`src/rtl/stream_max_tracker_pkg.sv`:
```
// stream_max_tracker_pkg: shared mode constants, FSM encoding and default sizes.
package stream_max_tracker_pkg;
  localparam logic MODE_MAX = 1'b0;
  localparam logic MODE_MIN = 1'b1;
  localparam int DEF_WIDTH = 8;
  localparam int DEF_IDX_W = 8;
  typedef enum logic [1:0] {ST_IDLE, ST_ACCUM, ST_HOLD} state_t;
endpackage

```
`src/rtl/stream_max_tracker_cmp.sv`:
```
// ext_cmp: strict win test of a against b, greater for max mode, less for min mode.
module ext_cmp
  import stream_max_tracker_pkg::*;
#(
  parameter int WIDTH  = DEF_WIDTH,
  parameter bit SIGNED = 1'b0
) (
  input  logic [WIDTH-1:0] a,
  input  logic [WIDTH-1:0] b,
  input  logic             mode,
  output logic             a_wins
);
  logic gt, lt;
  assign gt = SIGNED ? ($signed(a) > $signed(b)) : (a > b);
  assign lt = SIGNED ? ($signed(a) < $signed(b)) : (a < b);
  assign a_wins = (mode == MODE_MIN) ? lt : gt;
endmodule

```
`src/rtl/stream_max_tracker.sv`:
```
// stream_max_tracker: per-frame max/min finder reporting value, index and element count.
module stream_max_tracker
  import stream_max_tracker_pkg::*;
#(
  parameter int WIDTH  = DEF_WIDTH,
  parameter int IDX_W  = DEF_IDX_W,
  parameter bit SIGNED = 1'b0
) (
  input  logic             clk,
  input  logic             rst,
  input  logic             in_valid,
  output logic             in_ready,
  input  logic [WIDTH-1:0] in_data,
  input  logic             in_last,
  input  logic             in_mode,
  output logic             out_valid,
  input  logic             out_ready,
  output logic [WIDTH-1:0] out_value,
  output logic [IDX_W-1:0] out_index,
  output logic [IDX_W:0]   out_count,
  output logic             out_overflow
);
  localparam logic [IDX_W:0] FULL = {1'b1, {IDX_W{1'b0}}};
  localparam logic [IDX_W:0] ONE  = (IDX_W+1)'(1);
  state_t state_q, state_d;
  logic mode_q, mode_d, ovf_q, ovf_d, out_ovf_q, out_ovf_d;
  logic [WIDTH-1:0] best_q, best_d, out_value_q, out_value_d;
  logic [IDX_W-1:0] idx_q, idx_d, out_index_q, out_index_d, cur_idx;
  logic [IDX_W:0] cnt_q, cnt_d, out_count_q, out_count_d;
  logic acc, win, full;
  ext_cmp #(.WIDTH(WIDTH), .SIGNED(SIGNED)) u_cmp (
    .a(in_data), .b(best_q), .mode(mode_q), .a_wins(win)
  );
  assign in_ready = !rst && state_q != ST_HOLD;
  assign acc = in_valid && in_ready;
  assign full = cnt_q == FULL;
  // Elements past the exact range report the last representable index.
  assign cur_idx = full ? '1 : cnt_q[IDX_W-1:0];
  always_comb begin
    state_d = state_q;
    mode_d = mode_q;
    best_d = best_q;
    idx_d = idx_q;
    cnt_d = cnt_q;
    ovf_d = ovf_q;
    case (state_q)
      ST_IDLE: if (acc) begin
        mode_d = in_mode;
        best_d = in_data;
        idx_d = '0;
        cnt_d = ONE;
        ovf_d = 1'b0;
        state_d = in_last ? ST_HOLD : ST_ACCUM;
      end
      ST_ACCUM: if (acc) begin
        best_d = win ? in_data : best_q;
        idx_d = win ? cur_idx : idx_q;
        cnt_d = full ? cnt_q : cnt_q + ONE;
        ovf_d = ovf_q | full;
        state_d = in_last ? ST_HOLD : ST_ACCUM;
      end
      ST_HOLD: state_d = out_ready ? ST_IDLE : ST_HOLD;
      default: state_d = ST_IDLE;
    endcase
  end
  // Results are captured at the closing element so they stay stable through HOLD.
  assign out_value_d = (acc && in_last) ? best_d : out_value_q;
  assign out_index_d = (acc && in_last) ? idx_d : out_index_q;
  assign out_count_d = (acc && in_last) ? cnt_d : out_count_q;
  assign out_ovf_d = (acc && in_last) ? ovf_d : out_ovf_q;
  always_ff @(posedge clk) begin
    if (rst) begin
      state_q <= ST_IDLE;
      mode_q <= MODE_MAX;
      best_q <= '0;
      idx_q <= '0;
      cnt_q <= '0;
      ovf_q <= 1'b0;
      out_value_q <= '0;
      out_index_q <= '0;
      out_count_q <= '0;
      out_ovf_q <= 1'b0;
    end else begin
      state_q <= state_d;
      mode_q <= mode_d;
      best_q <= best_d;
      idx_q <= idx_d;
      cnt_q <= cnt_d;
      ovf_q <= ovf_d;
      out_value_q <= out_value_d;
      out_index_q <= out_index_d;
      out_count_q <= out_count_d;
      out_ovf_q <= out_ovf_d;
    end
  end
  assign out_valid = state_q == ST_HOLD;
  assign out_value = out_value_q;
  assign out_index = out_index_q;
  assign out_count = out_count_q;
  assign out_overflow = out_ovf_q;
endmodule

```
`config.mk`:
```
export PLATFORM = sky130hd
export DESIGN_NAME = stream_max_tracker
export DESIGN_NICKNAME = d
export VERILOG_FILES = /design/src/rtl/stream_max_tracker_pkg.sv /design/src/rtl/stream_max_tracker_cmp.sv /design/src/rtl/stream_max_tracker.sv
export SDC_FILE = /design/constraint.sdc
export NUM_CORES = 1
export LEC_CHECK = 0
export ABC_CLOCK_PERIOD_IN_PS = 2900
export BUFFER_PORTS_ARGS = -buffer_cell sky130_fd_sc_hd__buf_2
export CELL_PAD_IN_SITES_DETAIL_PLACEMENT = 1
export CELL_PAD_IN_SITES_GLOBAL_PLACEMENT = 1
export CORE_ASPECT_RATIO = 1.2
export CORE_MARGIN = 10
export CORE_UTILIZATION = 28
export CTS_CLUSTER_SIZE = 25
export DETAILED_ROUTE_END_ITERATION = 10
export GPL_TIMING_DRIVEN = 1
export PLACE_DENSITY_LB_ADDON = 0.25
export SLEW_MARGIN = 0
export SYNTH_ARGS = -nofsm -noshare
export SYNTH_HDL_FRONTEND = slang
export SYNTH_HIERARCHICAL = 1
export SYNTH_SLANG_ARGS = --single-unit
```
`constraint.sdc`:
```
create_clock -name clk -period 2.9 [get_ports clk]
set_input_delay 0.145 -clock clk [delete_from_list [all_inputs] [get_ports clk]]
set_output_delay 0.145 -clock clk [all_outputs]
set_load 0.01 [all_outputs]
```
Word level (Yosys, flattened, before mapping). Cells that the tools add are included.

Register bits after elaboration: 55. Bits in latches: 0. RAM bits: 0. Bits in read-only memories: 0. Bits of input ports: 14. Output and inout port bits: 28. Logic and storage cells: 47. Memories: 0.

Add/sub/neg operators: 1. $mul: 0. Divide/modulo/power cells: 0. Magnitude comparators: 2. Equality and inequality tests: 5. Shifts and indexed selects: 0. Mux-type cells: 21. Bitwise gates (word level): 1. Reductions and logical operators: 7.

Operator list (count): 8-bit two-way mux (7); 8-bit one-hot mux with 2 select lines (2); 9-bit two-way mux (3); 9-bit one-hot mux with 2 select lines (1); 9-bit by 1-bit adder with 9-bit output, second input constant (1); 9-bit equality test, second input constant (1); 8-bit greater-than comparator (1); 8-bit less-than comparator (1); 2-bit two-way mux (3); 2-bit one-hot mux with 2 select lines (1); 1-bit logical AND (3); 1-bit two-way mux (3); 2-bit by 1-bit equality test with 1-bit output, second input constant (1); 2-bit equality test, second input constant (1); 2-bit logical NOT (1); 2-bit by 1-bit inequality test with 1-bit output, second input constant (1); 2-bit inequality test, second input constant (1); 1-bit one-hot mux with 2 select lines (1); 2-bit AND reduction (1); 2-bit OR reduction (1); 1-bit logical NOT (1); 1-bit bitwise OR (1).

Logic depth before layout (Yosys ltp). Gate-level depths: netlist of run 1.

Depth after elaboration: 5. Depth in mapped cells: 12. Depth with buffers taken out: 11.

Hierarchy. Netlist of run 1, hierarchy kept.

By module, submodules not included: stream_max_tracker (instances 1, cells an instance 243, area each 2284.7 um2, sequential area each 1101.1 um2); ext_cmp (instances 1, cells an instance 29, area each 209.0 um2, sequential area each 0.0 um2).

Worst setup path before layout of run 1. No wires, ideal clock.

Path type: register to register. From: register best_q[1]. To: register out_value_q[5] (netlist: out_value[5]). Library setup time: 0.134 ns. Arrival: 2.024 ns. Required time: 2.766 ns. Setup slack: 0.742 ns. Cell stages (with the launch flop): 13. Buffers on the path: 1. Clock period less this slack: 2.158 ns. Path through: dfxtp_1 inv_1 ha_1 nor2b_1 o211ai_1 a21oi_2 o22ai_1 o22ai_1 nand2b_1 nand3_2 buf_2 mux2i_1 a211oi_1.

Word-level cells in the longest chain between the ends: 5. Elaborated cells between the ends (all ways): 6. Those cells by class: order compare: 2; mux: 4.

Ends and longest elaborated chain: start: declaration (line stream_max_tracker.sv:27) `logic [WIDTH-1:0] best_q, best_d, out_value_q, out_value_d;`; start signal: assignment (line stream_max_tracker.sv:86) `best_q <= best_d;`; 8-bit greater-than comparator or 8-bit less-than comparator (tied branches) (line stream_max_tracker_cmp.sv:14, stream_max_tracker_cmp.sv:15); 1-bit two-way mux (*) (line stream_max_tracker_cmp.sv:16) `assign a_wins = (mode == MODE_MIN) ? lt : gt;`; net win (line stream_max_tracker.sv:30) `logic acc, win, full;`; 8-bit two-way mux (*) (line stream_max_tracker.sv:56) `best_d = win ? in_data : best_q;`; 8-bit two-way mux (*) (line stream_max_tracker.sv:55) `ST_ACCUM: if (acc) begin`; 8-bit one-hot mux with 2 select lines (*) (line stream_max_tracker.sv:46) `case (state_q)`; end signal: assignment (line stream_max_tracker.sv:90) `out_value_q <= out_value_d;`; end: declaration (line stream_max_tracker.sv:27).

The timed path passes the listed nets; every way through them passes the cells marked *. A chain may end at the register's enable or synchronous reset.

Worst setup path after layout of run 1.
From: register best_q[1]. To: register out_index_q[5] (netlist: out_index[5]).

Word-level cells in the longest chain between the ends: 5. Elaborated cells between the ends (all ways): 6. Those cells by class: order compare: 2; mux: 4.

Ends and longest elaborated chain: 8-bit greater-than comparator or 8-bit less-than comparator (tied branches) (line stream_max_tracker_cmp.sv:14, stream_max_tracker_cmp.sv:15); 1-bit two-way mux (*) (line stream_max_tracker_cmp.sv:16); net win (line stream_max_tracker.sv:30); 8-bit two-way mux (*) (line stream_max_tracker.sv:57) `idx_d = win ? cur_idx : idx_q;`; 8-bit two-way mux (*) (line stream_max_tracker.sv:55); 8-bit one-hot mux with 2 select lines (*) (line stream_max_tracker.sv:46); end signal: assignment (line stream_max_tracker.sv:91) `out_index_q <= out_index_d;`; end: declaration (line stream_max_tracker.sv:28) `logic [IDX_W-1:0] idx_q, idx_d, out_index_q, out_index_d, cur_idx;`.

Marks and branches as above.

==> metrics.cfg, run 1 <==
[run_status]
run_status = finished, final reports clean

[placement]
dp_slack_ps = 397
gp_congestion = 0.772
hpwl_um = 4680
place_area_sq_um = 2790
port_buffers = 41

[worst_setup_path]
worstSetupEndpointType = flop
required_ps = 3090
criticalPathCategory = reg -> reg
cp.arrival_ps = 2660
cp_max_fo = 16
critPathLaunchType = flop

[yosys]
synthCells = 272
synth.avg_cell_area_sq_um = 9.17
yosys.area_share.simple_pct = 20.3
synth_edf_count = 0
yosysTopAreaCell = dfxtp_1
muxShareOfSynthArea_pct = 5.82
yosysSeqAreaShare_pct = 44.2
yosysUniqueCellTypes = 52
synth_flop_cell = dfxtp_1
synth-xor-area-share_pct = 0
synth_top_family_by_area = simple AND/OR/NAND/NOR gates
syn-cell-area_sq_um = 2490
synth-seq-cells = 55
synthTopCellsByArea = dfxtp_1 (44%), nor2_1 (7.5%), a211oi_1 (5.7%)
synth-async-reset-ratio_pct = 0
synth_compound_gate_area_share_pct = 18.6
yosysWarningCount = 6
synth.top_cell.area_share_pct = 44.2
syn_nets = 297
synthAdderAreaFrac_pct = 5.52

[die]
die-area_sq_um = 13100
io_pins = 42
num_rows = 37
fp.dieW_um = 106
start_util_pct = 28.8
fp.dieH_um = 123
core-area_sq_um = 8660

[timing]
fmax_mhz = 405
clock_skew_ps = 8.27
tns_ps = 0
setup_viol = 0
tightest_slew_ps = 566
period_share_pct = 85.2
relSlewSlack_pct = 62.3
worst_slack_ps = 428
rsz0062_at_grt = no
hold_viol_final = 0
period_minus_slack_ps = 2470
final_max_slew_viol_count = 0

[cts]
numCtsBuffers = 5
clock-sinks = 55
cts_resized = 0
htreeDepth = 2
ctsRootBufferMaster = clkbuf_8
post_cts_buffers = 0
clkLatencyLatePin_ps = 310
clk_pin_slew_ps = 110
cts_tree = built
hold_buffers = 0
ctsLongestPathBuffers = 2

[drt]
drt-wirelength-per-cell_um = 14.5
drt_iter0_drc = 90
drc = 0
vias_per_cell = 4.76
drt_wl_total_um = 6180
postRouteAntennaNets = 0
dr.pass1.iters = 4
vias = 2022

[pwr]
power.density_nw_per_um2 = 523
p_leak_uw = 0.00118
peakVddDrop_mv = 0.244

[cells_and_area]
area_growth_pct = 16.8
fillers = 1038
final_nets = 332
ff_latch_area_sq_um = 1100
multiInputGateArea_sq_um = 1250
fin_area_sq_um = 2910
n_antenna_cell = 0
drive_gt1_share_pct = 22.1

[global_route]
antenna_found_initial = 0
grt_pass1_wl_um = 10500
overflow = 0
grt_max_degree = 32
grt_usage_pct = 9.67
grt_pass1_vias = 2067

[worst_hold_path]
hp-class = in -> reg

[job]
max-cap-violations = 0

cell usage after synthesis (all sizes together), types with 5 or more instances:
| cell type | instances |
|---|---|
| a211oi | 19 |
| a21oi | 17 |
| a2bb2oi | 7 |
| buf | 12 |
| clkbuf | 5 |
| dfxtp | 55 |
| ha | 11 |
| inv | 15 |
| mux2i | 10 |
| nand2 | 11 |
| nand3 | 5 |
| nand4 | 5 |
| nor2 | 50 |
through the flow:
| stage | hold slack, ps | total power, uW | utilization, % | std cells |
|---|---|---|---|---|
| 2_1_floorplan | 259 | 932 | - | 272 |
| 3_3_place_gp | 393 | 989 | 32.2 | 417 |
| 3_5_place_dp | 420 | 993 | 32.2 | 417 |
| 4_1_cts | 76.0 | 1550 | 33.6 | 425 |
| 5_1_grt | 91.9 | 1610 | 33.6 | 425 |
| 6_report | 82.5 | 1520 | 33.6 | 425 |
report_power, final:
| part | leakage, uW | switching [uW] | internal (uW) | total (uW) |
|---|---|---|---|---|
| clock network | 0.0000618 | 267 | 285 | 551 |
| registers | 0.000447 | 16.5 | 781 | 798 |
| logic | 0.000668 | 103 | 69.8 | 173 |
| total | 0.00118 | 386 | 1140 | 1520 |
final cells by class:
cell class / instances / area share [%]
Clock inverter: 2 / 1.33
Tap cell: 117 / 5.03
Sequential cell: 55 / 37.8
Inverter: 15 / 1.93
Timing Repair Buffer: 45 / 8.08
Multi-Input combinational cell: 185 / 43.0
Clock buffer: 6 / 2.84
placed cells by master, fill, tap and decap left out, types with 3 or more instances in the layout:
master and count:
dfxtp_1 55, nor2_1 50, buf_2 41, a211oi_1 19, a21oi_1 16, inv_1 15
ha_1 11, nand2_1 10, mux2i_1 10, a2bb2oi_1 7, clkbuf_8 6, nand4_1 5
nand2b_1 4, nand3_1 4, buf_4 4, o211ai_1 3, mux2_2 3
worst max-delay path: stages, from the launching register on:
cell	delay, ps
dfxtp_1	340
inv_1	40
ha_1	280
nor2b_1	140
o211ai_1	110
a21oi_2	150
o22ai_1	80
o22ai_1	210
nand2b_1	160
nand3_2	370
a2bb2oi_1	350
a211oi_1	120
metal layers:
metal / up-vias / track usage (%) / wire (um) / part of all wire (%)
met2: 25 / 16.0 / 2970 / 48
met4: 0 / 2.54 / 53 / 0.86
li1: 1045 / - / - / -
met1: 947 / 12.0 / 2870 / 46
met5: - / 0 / 0 / 0
met3: 5 / 2.81 / 283 / 4.6
flip-flops by register name, summed over array words and instances (netlist names):
signal	flops
state_q	2
best_q	8
out_overflow	1
idx_q	8
mode_q	1
out_value	8
out_index	8
ovf_q	1
cnt_q	9
out_count	9
cells by family after synthesis:
| kind of cell | after synthesis |
|---|---|
| simple gates | 96 |
| compound gates | 64 |
| flops | 55 |
| buf+inv | 32 |
| mux | 14 |
| fa+ha+maj | 11 |
worst paths after layout:
kind / start / to / slack [ps] / depth (start not counted)
setup / recovery: best_q[1] / out_index[5] / 430 / 11
hold / removal: in_last / state_q[0] / 80 / 2
setup reg to reg: best_q[1] / out_index[5] / 430 / 11
hold reg to reg: ovf_q / ovf_q / 480 / 2
No activity file was read; power rests on OpenSTA's default activity.
==> run 2: changes to the inputs <==
--- a/config.mk
+++ b/config.mk
@@ -5,6 +5,7 @@
 export SDC_FILE = /design/constraint.sdc
 export NUM_CORES = 1
 export LEC_CHECK = 0
+export ABC_AREA = 1
 export ABC_CLOCK_PERIOD_IN_PS = 2900
 export BUFFER_PORTS_ARGS = -buffer_cell sky130_fd_sc_hd__buf_2
 export CELL_PAD_IN_SITES_DETAIL_PLACEMENT = 1
==> metrics.cfg, run 2 <==
[drt]
dr.pass1.iters = 4  ; unchanged
drc = 0  ; unchanged
postRouteAntennaNets = 0  ; unchanged
vias = 2455  ; +21%
drt_wl_total_um = 7540  ; +22%
drt-wirelength-per-cell_um = 14.3  ; -1.8%
vias_per_cell = 4.65  ; -2.3%
drt_iter0_drc = 44  ; -51%

[die]
fp.dieH_um = 129  ; +4.3%
die-area_sq_um = 14200  ; +8.7%
num_rows = 39  ; +5.4%
core-area_sq_um = 9560  ; +10%
start_util_pct = 28.8  ; about the same
fp.dieW_um = 111  ; +4.2%
io_pins = 42  ; unchanged

[timing]
fmax_mhz = 441  ; +9.0%
setup_viol = 0  ; unchanged
tns_ps = 0  ; unchanged
worst_slack_ps = 633  ; +205 ps
relSlewSlack_pct = 59.4  ; -2.9 points
final_max_slew_viol_count = 0  ; unchanged
hold_viol_final = 0  ; unchanged
period_minus_slack_ps = 2270  ; -205 ps
clock_skew_ps = 8.34  ; +0.0621 ps
rsz0062_at_grt = no
period_share_pct = 78.2  ; -7.1 points
tightest_slew_ps = 609  ; +43.2 ps

[yosys]
synth_edf_count = 0  ; unchanged
synth-async-reset-ratio_pct = 0  ; unchanged
syn-cell-area_sq_um = 2760  ; +11%
yosysTopAreaCell = dfxtp_1
yosysSeqAreaShare_pct = 39.9  ; -4.2 points
synth.top_cell.area_share_pct = 39.9  ; -4.2 points
synth_flop_cell = dfxtp_1
synth.most_common_cell = nand2_1
yosysWarningCount = 6  ; unchanged
synth.avg_cell_area_sq_um = 7.47  ; -18%
synthTopCellsByCount = nand2_1 (71), dfxtp_1 (55), inv_1 (50)
yosysUniqueCellTypes = 34  ; -35%
synthTopCellsByArea = dfxtp_1 (40%), nand2_1 (9.7%), inv_1 (6.8%)
synth-seq-cells = 55  ; unchanged
syn_nets = 394  ; +33%
synthCells = 369  ; +36%

[worst_setup_path]
worstSetupEndpointType = flop
cp_common_cell = nand2_1
crit_slowest_cell = dfxtp_1
required_ps = 3070  ; -20 ps
critPathLaunchType = flop
cp_max_fo = 10  ; -6
crit_chain = inv_1, ha_1, a21oi_1, nor2_1, nor2_2, nand2_1, nand2_1, nand2_1, inv_1, nand2_2, o21ai_4, buf_4, nand2_1, o21ai_2, nor2_1
path_delay_family = simple AND/OR/NAND/NOR gates
slowest_delay_ps = 350  ; -20 ps
cp.arrival_ps = 2440  ; -220 ps
criticalPathCategory = reg -> reg
critPathBufInv = 3  ; +2

[cts]
clk_pin_slew_ps = 70  ; -40 ps
cts_resized = 0  ; unchanged
htreeDepth = 2  ; unchanged
cts_tree = built
post_cts_buffers = 0  ; unchanged
clock-sinks = 55  ; unchanged
clkLatencyLatePin_ps = 300  ; about the same
ctsLongestPathBuffers = 2  ; unchanged
numCtsBuffers = 5  ; unchanged
hold_buffers = 0  ; unchanged
ctsRootBufferMaster = clkbuf_16

[global_route]
grt_pass1_vias = 2624  ; +27%
grt_pass1_wl_um = 12900  ; +23%
grt_max_degree = 33  ; +3.1%
grt_usage_pct = 10.7  ; +1.0 points
antenna_found_initial = 0  ; unchanged
overflow = 0  ; unchanged

[cells_and_area]
drive_gt1_share_pct = 22.7  ; +0.64 points
n_antenna_cell = 0  ; unchanged
area_growth_pct = 16.0
final_nets = 429  ; +29%
mostFrequentLayoutCells = nand2_1 (71), dfxtp_1 (55), inv_1 (50), buf_2 (41), nand3_1 (27)
mostFrequentLayoutCell = nand2_1
fillers = 1231  ; +19%
fin_area_sq_um = 3200  ; +9.8%

[run_status]
run_status = finished, final reports clean

[placement]
place_area_sq_um = 3050  ; +9.2%
hpwl_um = 5730  ; +22%
port_buffers = 41  ; unchanged
dp_slack_ps = 591  ; +193 ps
gp_congestion = 0.812  ; +5.2%

[job]
max-cap-violations = 0  ; unchanged

[pwr]
total_power_uw = 1690  ; +11%
p_leak_uw = 0.00149  ; +27%
power.density_nw_per_um2 = 527  ; +0.87%
peakVddDrop_mv = 0.245  ; +0.18%

[worst_hold_path]
hp-class = in -> reg

[run 2: area by class of cell]
cell class                      count  area [sq um]  area share (%)
Inverter                           56           210            6.57
Clock inverter                      1          8.76           0.274
Clock buffer                        7           143            4.46
Tap cell                          123           154            4.81
Sequential cell                    55          1100            34.4
Timing Repair Buffer               45           235            7.35
Multi-Input combinational cell    241          1350            42.1
[run 2: stage by stage]
stage          hold WS [ps]  util [%]  std cells
2_1_floorplan           280         -        369
3_3_place_gp            392      31.9        520
3_5_place_dp            413      31.9        520
4_1_cts                95.7      33.5        528
5_1_grt                 105      33.5        528
6_report               90.6      33.5        528
[run 2: path summary, 6_finish.rpt]
kind | start | to | slack [ps] | depth (start not counted)
max | best_q[5] | best_q[4] | 630 | 15
min | in_mode | mode_q | 90 | 3
max reg2reg | best_q[5] | best_q[4] | 630 | 15
min reg2reg | idx_q[5] | idx_q[5] | 470 | 2
[run 2: power breakdown]
part	internal [uW]	switching (uW)
clock	347	286
sequential	788	21.7
combinational	90.7	153
total	1230	461
[run 2: tightest hold or removal path, stage by stage]
cell and delay (ps):
buf_2 80, nor2_1 40, nor2_1 90
[run 2: metal layers]
metal,track usage (%),share of wire [%],vias to the layer above,wire length [um]
li1,-,-,1248,-
met1,11.2,42,1164,3170
met2,20.5,52,36,3950
met3,3.02,4.5,7,341
met4,2.99,1.1,0,80
met5,0,0,-,0
[run 2: cell families (layout without fill, tap and decap cells)]
family / after synthesis / in the layout / share of synthesized area (%)
AND/OR/NAND/NOR: 146 / 146 / 24.0
adder cells (fa/ha/maj): 11 / 11 / 4.99
AO/OA/AOI/OAI: 81 / 81 / 18.9
buffers and inverters: 73 / 109 / 11.2
XOR/XNOR: 3 / 3 / 0.953
flip-flops: 55 / 55 / 39.9
